$ cat config.mk
export PLATFORM = sky130hd
export DESIGN_NAME = multi_clock_divider
export DESIGN_NICKNAME = d
export VERILOG_FILES = /design/src/rtl/multi_clock_divider.sv
export SDC_FILE = /design/constraint.sdc
export NUM_CORES = 1
export LEC_CHECK = 0
export CAP_MARGIN = 20
export CORE_UTILIZATION = 60
export CTS_BUF_LIST = sky130_fd_sc_hd__clkbuf_8
export DETAILED_ROUTE_END_ITERATION = 10
export DONT_BUFFER_PORTS = 1
export GPL_TIMING_DRIVEN = 0
export PLACE_DENSITY_LB_ADDON = 0.12
export SLEW_MARGIN = 10
export SYNTH_ARGS = -nofsm -noshare
export SYNTH_HDL_FRONTEND = slang
export SYNTH_SLANG_ARGS = --single-unit
$ cat constraint.sdc
create_clock -name inclk -period 6.45 [get_ports inclk]
set_input_delay 0.9675 -clock inclk [delete_from_list [all_inputs] [get_ports inclk]]
set_output_delay 0.9675 -clock inclk [all_outputs]
set_load 0.02 [all_outputs]
$ cat src/rtl/multi_clock_divider.sv
// N-channel programmable clock divider with glitch-free divisor staging (applied at period boundaries).
// Optional CLKDIV_DUTY50_EN adds a negedge flop per channel so odd divisors get exact 50% duty.
module multi_clock_divider #(
  parameter int NUM_CH = 4,
  parameter int WIDTH  = 32
) (
  input  logic                    inclk,
  input  logic                    reset,
  input  logic [NUM_CH-1:0]       enable,
  input  logic [NUM_CH*WIDTH-1:0] divisor,
  input  logic [NUM_CH-1:0]       load,
  output logic [NUM_CH-1:0]       outclk,
  output logic [NUM_CH-1:0]       tick,
  output logic [NUM_CH-1:0]       busy
);

  typedef enum logic [1:0] {IDLE = 2'd0, RUN = 2'd1, STOPPING = 2'd2} state_e;

  for (genvar i = 0; i < NUM_CH; i++) begin : g_ch
    state_e           state_q, state_d;
    logic [WIDTH-1:0] cnt_q, cnt_d;
    logic [WIDTH-1:0] dact_q, dact_d;
    logic [WIDTH-1:0] dpend_q, dpend_d;
    logic             pvld_q, pvld_d;
    logic             outclk_q, outclk_d;
    logic             tick_q, tick_d;
    logic [WIDTH-1:0] slice;
    logic [WIDTH-1:0] slice_clamp;
    logic             at_end;
    logic             apply;

    assign slice       = divisor[i*WIDTH +: WIDTH];
    assign slice_clamp = (slice < WIDTH'(2)) ? WIDTH'(2) : slice;
    assign at_end      = (cnt_q == dact_q - WIDTH'(1));

    always_ff @(posedge inclk or negedge reset) begin
      if (!reset) begin
        state_q  <= IDLE;
        cnt_q    <= '0;
        dact_q   <= WIDTH'(2);
        dpend_q  <= WIDTH'(2);
        pvld_q   <= 1'b0;
        outclk_q <= 1'b0;
        tick_q   <= 1'b0;
      end else begin
        state_q  <= state_d;
        cnt_q    <= cnt_d;
        dact_q   <= dact_d;
        dpend_q  <= dpend_d;
        pvld_q   <= pvld_d;
        outclk_q <= outclk_d;
        tick_q   <= tick_d;
      end
    end

    // STOPPING keeps counting; the period end decides between a seamless restart and IDLE.
    always_comb begin
      state_d = state_q;
      unique case (state_q)
        IDLE:          if (enable[i]) state_d = RUN;
        RUN, STOPPING: begin
          if (at_end) state_d = enable[i] ? RUN : IDLE;
          else        state_d = enable[i] ? RUN : STOPPING;
        end
        default:       state_d = IDLE;
      endcase
    end

    always_comb begin
      cnt_d   = cnt_q;
      dact_d  = dact_q;
      dpend_d = dpend_q;
      pvld_d  = pvld_q;
      apply   = 1'b0;
      unique case (state_q)
        IDLE: begin
          cnt_d = '0;
          apply = pvld_q;
        end
        RUN, STOPPING: begin
          if (at_end) begin
            cnt_d = '0;
            apply = pvld_q;
          end else begin
            cnt_d = cnt_q + WIDTH'(1);
          end
        end
        default: cnt_d = '0;
      endcase
      // Apply uses the pending flag from before this edge, so a load coinciding with a wrap waits one period.
      if (apply) begin
        dact_d = dpend_q;
        pvld_d = 1'b0;
      end
      if (load[i]) begin
        dpend_d = slice_clamp;
        pvld_d  = 1'b1;
      end
    end

    always_comb begin
      outclk_d = 1'b0;
      tick_d   = 1'b0;
      if (state_d != IDLE) begin
        outclk_d = (cnt_d < (dact_d >> 1));
        tick_d   = (cnt_d == '0);
      end
    end

    assign tick[i] = tick_q;
    assign busy[i] = (state_q != IDLE);

`ifdef CLKDIV_DUTY50_EN
    // Half-cycle stretch of the high phase; only odd divisors need the extra half period.
    logic half_q;
    always_ff @(negedge inclk or negedge reset) begin
      if (!reset) half_q <= 1'b0;
      else        half_q <= outclk_q & dact_q[0];
    end
    assign outclk[i] = outclk_q | half_q;
`else
    assign outclk[i] = outclk_q;
`endif
  end

endmodule
* Yosys cells after proc, flatten, opt, wreduce, memory -nomap -nowiden
Cells that the tools add are included.
** Storage, ports and cells
- Register bits after elaboration :: 404
- Input bits :: 138
- Word-level logic and storage cells :: 144
** Cells by class
- Add/sub/neg operators :: 8
- Magnitude comparators :: 8
- Eq/ne operators :: 12
- Mux-type cells :: 60
- Reductions and logical operators :: 24
** Operators by type and width (number)
- $mux W32 :: 16
- $add A32 B1 Y32 const B :: 4
- $eq A32 B32 Y1 :: 4
- $logic_not A32 Y1 :: 4
- $lt A32 B2 Y1 const B :: 4
- $lt A32 B31 Y1 :: 4
- $sub A32 B1 Y32 const B :: 4
- $mux W1 :: 24
- $mux W2 :: 12
- $reduce_bool A2 Y1 :: 12
- $pmux W2 S2 :: 4
- $eq A2 B1 Y1 const B :: 4
- $eq A2 B2 Y1 const B :: 4
- $logic_not A2 Y1 :: 4
- $pmux W1 S2 :: 4
- $reduce_or A2 Y1 :: 4

* Depth between registers and ports, before layout
Gate-level depths: netlist of run 1.
- Word-level depth :: 7
- Depth in mapped cells :: 26
- Depth with buffers taken out :: 23

* Least setup slack after synthesis of run 1
Ideal clock, no wire load.
- Path kind :: register -> register
- From :: reg g_ch[0].dact_q[2]
- To :: reg g_ch[0].outclk_q
- Library setup time :: 111 ps
- Arrival :: 5415 ps
- Required time :: 6339 ps
- Setup slack :: 924 ps
- Stages on the path, launching flop included :: 23
- Path buffers :: 2
- Period minus slack after synthesis :: 5526 ps
- Cell sequence :: dfrtp_1 buf_2 or4_4 or4_4 or3b_1 a211o_1 a211oi_1 o211ai_1 o31ai_2 nand2_1 buf_2 mux2i_1 ha_1 a21o_1 a21o_1 a21o_1 a21o_1 a21o_1 a21o_1 a221o_1 a221oi_1 o21ai_0 a2111oi_2
** On the way
- Longest elaborated chain between the ends :: 7
** RTL lines
- from (decl) :: RTL line 22 : logic [WIDTH-1:0] dact_q, dact_d;
- from (signal assigned) :: RTL line 48 : dact_q <= dact_d;
- $sub A32 B1 Y32 :: RTL line 34 : assign at_end = (cnt_q == dact_q - WIDTH'(1));
- $eq A32 B32 Y1 :: RTL line 34
- $mux W1 :: RTL line 81 : if (at_end) begin
- $pmux W1 S2 :: RTL line 75 : unique case (state_q)
- $mux W32 :: RTL line 91 : if (apply) begin
- $lt A32 B31 Y1 :: RTL line 105 : outclk_d = (cnt_d < (dact_d >> 1));
- $mux W1 * :: RTL line 104 : if (state_d != IDLE) begin
- net g_ch[0].outclk_d :: RTL line 25 : logic outclk_q, outclk_d;
- to (signal assigned) :: RTL line 51 : outclk_q <= outclk_d;
- to (decl) :: RTL line 25
The timed path passes the listed nets; every way through them passes the cells marked *.
A chain may end at the register's enable or synchronous reset.

* Worst setup path in the final report of run 1
- From :: reg g_ch[0].dact_q[0]
- To :: reg g_ch[0].outclk_q
** RTL lines
- $sub A32 B1 Y32 :: RTL line 34
- $eq A32 B32 Y1 :: RTL line 34
- $mux W32 :: RTL line 81
- $mux W32 :: RTL line 75
- net g_ch[0].cnt_d[30] :: RTL line 21 : logic [WIDTH-1:0] cnt_q, cnt_d;
- $lt A32 B31 Y1 :: RTL line 105
- $mux W1 :: RTL line 104
- net g_ch[0].outclk_d :: RTL line 25
The timed path passes the listed nets, and every way through them passes these cells.

==> qor.yml, run 1 <==
run_status:
  status: "finished clean"
logic_synthesis:
  synth-seq-cells: 404
  yosys_most_used_dff: "dfrtp_1"
  synth-edff-count: 0
  netlist_area_um2: 26680
  synth.distinct_cells: 85
  yosysSeqAreaShare_pct: 37.93
  syn_area_per_cell_um2: 9.604
  syn_inst: 2778
  async_flop_share_pct: 100.0
  syn_nets: 3052
  yosys_warnings: 0
finish:
  stdcell_count: 3515
  fill_cells: 3539
  drive_gt1_share_pct: 12.97
  finish.instance_area_um2: 29350
  synthToLayoutAreaGrowth_pct: 9.999
  fin_nets: 3152
  antenna_cells: 0
floorplanning:
  die_height_um: 212.9
  die_x_um: 212.9
  core_area_um2: 43460
  rows: 76
  ios: 150
  initial_core_util_pct: 61.39
  die-area_um2: 45310
timing:
  fin_skew_ps: 22.81
  hold_viol: 0
  final-max-slew-violation-count: 0
  worst_slew_pin_slew_ps: 1113
  fmax_ghz: 0.1599
  setup_ws_ps: 197.6
  maxSlewHeadroom_pct: 25.11
  final-setup-viol-count: 0
  min_period_ps: 6252
  totalNegativeSetupSlack_ps: 0
  rsz0062_at_grt: "true"
  timing.final.crit_share_pct: 96.94
setup_path:
  path_class: "flip-flop to flip-flop"
  path_buf_inv: 3
  crit_arrival_ps: 6750
  start_kind: "flip-flop"
  end_kind: "flip-flop"
  worst_ep_required_time_ps: 6950
  path_delay_family: "simple AND/OR/NAND/NOR gates"
  cp_slowest_cell: "nor4bb_1"
  crit_chain: "inv_1 > ha_1 > or3b_2 > or3_1 > or3_1 > o31ai_1 > a2bb2oi_2 > nand4_1 > buf_4 > o31ai_4 > clkbuf_1 > nor2_1 > ha_1 > and4_1 > nand4_1 > nor3_1 > nor4bb_1 > a2111oi_2"
  critPathMaxStageDelay_ps: 640
  critPathMaxFanout: 10
power_and_ir_drop:
  p_leak_uw: 0.01284
  peakVddDrop_mv: 0.2923
  powerDensity_nw_per_um2: 402.7
cts:
  numCtsBuffers: 71
  cts_max_level: 3
  cts.path.max_buffers: 3
  cts-root-buf: "clkbuf_8"
  cts_tree: "done"
  cts_num_sinks: 404
  clock_latency_ps: 660
  path_clk_slew_ps: 60
flow_run:
  cap_violations: 0
global_routing:
  grt_pass1_wl_um: 112700
  overflow: 0
  grt_pass1_vias: 21460
  antenna_found_initial: 0
  track_usage_pct: 31.67
  grt_max_degree: 247
hold_path:
  hp-class: "input port to asynchronous set/reset pin"
placed_design:
  io_buffer_count: 0
  place_congestion: 0.9335
  placed_cell_area_um2: 27420
  place_ws_ps: -653.6
  dp_cells: 3365
  dp_hpwl_um: 52130
route:
  drtPass1Iterations: 5
  dr_total_vias: 21680
  vias_per_cell: 6.169
  drt_iter0_drc: 1579
  detail_route.wl_per_cell_um: 20.09
  antenna_left: 0
  post-route-drc-count: 0
  drt_wl_total_um: 70600
==> cell type report <==
class | instances | area, um^2 | area share (%)
clock inverters | 39 | 267.8 | 0.9124
well taps | 585 | 732.0 | 2.494
plain buffers | 165 | 762.0 | 2.596
multi-input cells | 2084 | 15580 | 53.09
flip-flops and latches | 404 | 10120 | 34.48
repair buffers | 27 | 232.7 | 0.7930
clock buffers | 86 | 1184 | 4.033
inverters | 125 | 469.2 | 1.599
==> per-layer routing <==
layer | share of wire [%] | vias to the layer above | track usage [%]
met5 | 0 | - | 0
met1 | 46 | 10680 | 44.65
li1 | - | 10210 | -
met4 | 2.9 | 0 | 10.25
met3 | 6.1 | 133 | 5.516
met2 | 45 | 666 | 49.35
==> worst paths after layout <==
kind | from | endpoint | slack [ps] | depth (start not counted)
worst max-delay path | g_ch[0].dact_q[0] | g_ch[0].outclk_q | 200 | 18
worst min-delay path | reset | g_ch[1].dpend_q[26] | 90 | 0
worst max register to register | g_ch[0].dact_q[0] | g_ch[0].outclk_q | 200 | 18
worst min register to register | g_ch[0].pvld_q | g_ch[0].pvld_q | 480 | 1
max in group asynchronous | reset | g_ch[3].dact_q[19] | 5590 | 0
min in group inclk | enable[1] | g_ch[1].state_q[1] | 400 | 1
==> synth_stat cells, types with 7 or more instances <==
master | instances | area share [%]
and3_1 | 33 | 0.77
and2_1 | 8 | 0.19
xnor2_1 | 188 | 6.2
o41ai_1 | 7 | 0.23
a21o_1 | 49 | 1.4
o21a_1 | 8 | 0.23
or2_2 | 13 | 0.30
buf_1 | 12 | 0.17
dfstp_2 | 8 | 0.79
xor2_1 | 121 | 4.0
and4_1 | 16 | 0.53
nand2b_1 | 22 | 0.52
a211oi_1 | 14 | 0.39
nor4_1 | 86 | 2.0
ha_1 | 136 | 6.4
nand4_1 | 78 | 1.8
nand3_1 | 93 | 1.7
nor3_1 | 113 | 2.1
nor3b_1 | 10 | 0.28
or4_1 | 15 | 0.42
buf_2 | 8 | 0.15
o22ai_1 | 13 | 0.30
mux2_1 | 36 | 1.5
o21ai_0 | 62 | 1.2
mux2i_1 | 131 | 4.9
o2111ai_1 | 9 | 0.30
a21oi_1 | 60 | 1.1
inv_1 | 124 | 1.7
dfrtp_1 | 396 | 37
o311ai_0 | 9 | 0.30
o31ai_1 | 12 | 0.34
mux2_2 | 150 | 6.3
nor2b_1 | 32 | 0.75
a31oi_1 | 31 | 0.73
nor2_1 | 242 | 3.4
o211ai_1 | 11 | 0.31
nor4b_1 | 8 | 0.26
buf_4 | 15 | 0.42
or3_1 | 36 | 0.84
nand3b_1 | 8 | 0.23
nand2_1 | 131 | 1.8
clkbuf_1 | 124 | 1.7
==> cells in the final DEF (no fill, tap or decap), types with 9 or more instances in the layout <==
master / instances
a211oi_1: 13
a21o_1: 49
a21oi_1: 60
a31oi_1: 31
and3_1: 33
and4_1: 16
buf_1: 12
buf_4: 35
buf_6: 9
clkbuf_1: 114
clkbuf_2: 11
clkbuf_8: 86
dfrtp_1: 396
ha_1: 136
inv_1: 152
mux2_1: 36
mux2_2: 150
mux2i_1: 130
nand2_1: 129
nand2b_1: 22
nand3_1: 92
nand4_1: 78
nor2_1: 242
nor2b_1: 32
nor3_1: 110
nor3b_1: 9
nor4_1: 79
o2111ai_1: 9
o211ai_1: 11
o21ai_0: 60
o22ai_1: 13
o31ai_1: 12
or2_2: 13
or3_1: 36
or4_1: 15
xnor2_1: 188
xor2_1: 121
==> flip-flops by register name (all words and copies together), names as in the netlist <==
signal         flops
g_ch.state_q       8
g_ch.dpend_q     128
g_ch.pvld_q        4
g_ch.outclk_q      4
g_ch.cnt_q       128
g_ch.tick_q        4
g_ch.dact_q      128
==> through the flow <==
stage	hold slack, ps	utilization, %	power (uW)
5_1_grt	31.19	67.53	12560
2_1_floorplan	441.9	-	7597
3_5_place_dp	462.0	63.10	9058
3_3_place_gp	454.1	63.08	8842
4_1_cts	16.83	66.87	11630
6_report	92.36	67.53	11820
==> worst reg2reg max path: stages, from the launching register on <==
cell       delay, ps
dfrtp_1          460
inv_1             90
ha_1             210
or3b_2           500
or3_1            400
or3_1            370
o31ai_1          290
a2bb2oi_2        190
nand4_1          100
buf_4            170
o31ai_4          380
clkbuf_1         630
nor2_1           160
ha_1             360
and4_1           200
nand4_1          170
nor3_1           610
nor4bb_1         640
a2111oi_2        160
==> kinds of logic after synthesis <==
logic type               after synthesis  share of synthesized area, %
AND/OR/NAND/NOR                      970                         19.04
multiplexers                         318                         12.82
XOR/XNOR                             309                         10.14
adder cells (fa/ha/maj)              136                         6.378
flip-flops                           404                         37.93
AO/OA/AOI/OAI                        351                         9.187
buffers and inverters                290                         4.497
==> what timing repair did <==
action | 4_1_cts | 5_1_grt
endpoints found under the setup margin | 3 | 4
buffers inserted | 3 | 18
gates resized for setup | 25 | 36
pin swaps | 4 | 14
hold buffers | 2 | 0
hold endpoints to repair | 71 | 0
==> report_power, final <==
group          internal [uW]  switching (uW)
combinational           2280            3190
sequential              3140             753
clock                   1360            1090
(Power assumes the default switching activity.)
==> run 2, diff against run 1 <==
Settings changed: CTS_CLUSTER_DIAMETER set to 120, PLACE_DENSITY set to 0.76, PLACE_DENSITY_LB_ADDON 0.12 to not set.
==> run 2 against run 1 <==
  * Via count grew 0.55%
  * Clock-buffer cell count grew 4
  * Global-route usage is essentially flat
  * Clock skew shrank 3.3 ps
  * Die area is the same
  * Utilization grew 0.10 points
  * Critical path depth grew 5
  * Power is essentially flat
  * Sequential power is essentially flat
  * Register-to-register slack gained 70 ps
  * Worst hold slack lost 25 ps
  * Critical path type unchanged
  * Critical endpoint is now g_ch[2].outclk_q
  * Largest cell class unchanged
==> qor.yml, run 2 (same netlist as run 1, synthesis figures left out) <==
run_status:
  status: "finished clean"
global_routing:
  grt_max_degree: 288
  grt_pass1_vias: 21660
  antenna_found_initial: 2
  overflow: 0
  track_usage_pct: 31.71
  grt_pass1_wl_um: 112700
cts:
  clock_latency_ps: 650
  path_clk_slew_ps: 60
  cts_num_sinks: 404
  cts.path.max_buffers: 3
  numCtsBuffers: 71
  cts_max_level: 3
  cts-root-buf: "clkbuf_8"
  cts_tree: "done"
route:
  detail_route.wl_per_cell_um: 20.25
  drtPass1Iterations: 5
  drt_wl_total_um: 71260
  vias_per_cell: 6.196
  drt_iter0_drc: 1800
  dr_total_vias: 21800
  antenna_left: 0
  post-route-drc-count: 0
floorplanning:
  die_x_um: 212.9
  initial_core_util_pct: 61.39
  ios: 150
  die_height_um: 212.9
  rows: 76
  die-area_um2: 45310
  core_area_um2: 43460
setup_path:
  r2r-start: "g_ch[2].dact_q[2]"
  critPathMaxFanout: 10
  critPathMaxStageDelay_ps: 600
  r2r_cells: 23
  start_kind: "flip-flop"
  end_kind: "flip-flop"
  worst-path-stages: 23
  crit_arrival_ps: 6740
  worst_ep_required_time_ps: 7000
  path_delay_family: "compound AO/OA/AOI/OAI gates"
  path_class: "flip-flop to flip-flop"
  crit_top_cell: "a21o_1"
  crit_chain: "clkbuf_1 > nor4_2 > nand3_1 > a2111oi_0 > o21ai_0 > a2111oi_1 > nand4_1 > nor4_4 > nand2_1 > a21boi_1 > clkbuf_4 > buf_6 > mux2i_1 > ha_1 > a21o_1 > a21o_1 > a21oi_1 > o21ai_1 > a221oi_2 > o311ai_0 > a221oi_1 > o221ai_1 > a31oi_1"
  cp_slowest_cell: "nor4_2"
  reg2reg_to: "g_ch[2].outclk_q"
  path_buf_inv: 3
  rrSetupSlack_ps: 270
power_and_ir_drop:
  p_leak_uw: 0.01285
  peakVddDrop_mv: 0.3294
  powerDensity_nw_per_um2: 402.4
finish:
  area.sequential_um2: 10120
  most-common-layout-cells: "395 x dfrtp_1, 242 x nor2_1, 188 x xnor2_1"
  fill_cells: 3484
  top_regs: "g_ch.cnt_q: 128 flops, g_ch.dact_q: 128 flops, g_ch.dpend_q: 128 flops"
  fin_nets: 3151
  synthToLayoutAreaGrowth_pct: 10.16
  drive_gt1_share_pct: 13.43
  antenna_cells: 0
  multi_input_area_um2: 15570
  finish.instance_area_um2: 29390
  layout_commonest_cell: "dfrtp_1"
placed_design:
  placed_cell_area_um2: 27410
  dp_hpwl_um: 51670
  place_congestion: 0.9200
  io_buffer_count: 0
flow_run:
  cap_violations: 0
timing:
  worst_slew_pin_slew_ps: 1064
  whs_ps: 67.30
  maxSlewHeadroom_pct: 28.41
  final-max-slew-violation-count: 0
  final-setup-viol-count: 0
  fin_skew_ps: 19.50
  min_period_ps: 6185
  timing.final.crit_share_pct: 95.89
  hold_viol: 0
  fmax_ghz: 0.1617
hold_path:
  hp-class: "input port to asynchronous set/reset pin"
-- run 2: cell count changes in the layout (fill, tap and decap cells not counted), sizes merged --
cell / delta
clkbuf: +5
buf: -5
clkinv: +11
dlygate4sd3: +3
inv: -8
bufinv: -2
-- run 2: stage by stage --
stage          worst slack [ps]  std cells  power (uW)  setup TNS [ps]  utilization (%)
2_1_floorplan             923.9       2778        7597               0                -
3_3_place_gp             -556.2       3363        8838           -1275            63.08
3_5_place_dp             -493.9       3363        9065           -1330            63.08
4_1_cts                   19.19       3505       11680               0            67.11
5_1_grt                  -20.89       3519       12560          -20.89            67.63
6_report                  265.2       3519       11830               0            67.63
-- run 2: timing repair --
action,4_1_cts,5_1_grt
hold buffers,6,0
setup endpoints to repair,4,4
hold endpoints to repair,46,0
pin swaps,6,12
resized for setup,26,39
setup buffers,6,13
-- run 2: report_power, final --
group	internal, uW	switching [uW]	leakage (uW)
clock network	1340	1090	0.000841
logic	2280	3210	0.00699
registers	3140	762	0.00501
-- run 2: routing by layer --
layer  track usage [%]  part of all wire, %
met5                 0                0.045
met4             11.71                  3.5
met3             5.766                  5.9
met2             51.76                   47
met1             41.98                   44
-- run 2: how the worst max path moves through the flow --
stage | start | slack, ps | to
final | g_ch[2].dact_q[2] | 270 | g_ch[2].outclk_q
after detailed placement | g_ch[1].dact_q[2] | -490 | g_ch[1].outclk_q
after global routing | g_ch[1].dact_q[20] | -20 | g_ch[1].outclk_q
after floorplan | g_ch[0].dact_q[2] | 920 | g_ch[0].outclk_q
after CTS | g_ch[2].dact_q[2] | 20 | g_ch[2].outclk_q
after global placement | g_ch[2].dact_q[2] | -560 | g_ch[2].outclk_q
-- run 2: cell type report --
class	count	share of cell area (%)
clock inverters	40	0.8046
plain buffers	164	2.571
multi-input cells	2084	52.99
clock buffers	90	4.215
repair buffers	27	0.8940
inverters	125	1.596
flip-flops and latches	404	34.44
well taps	585	2.490
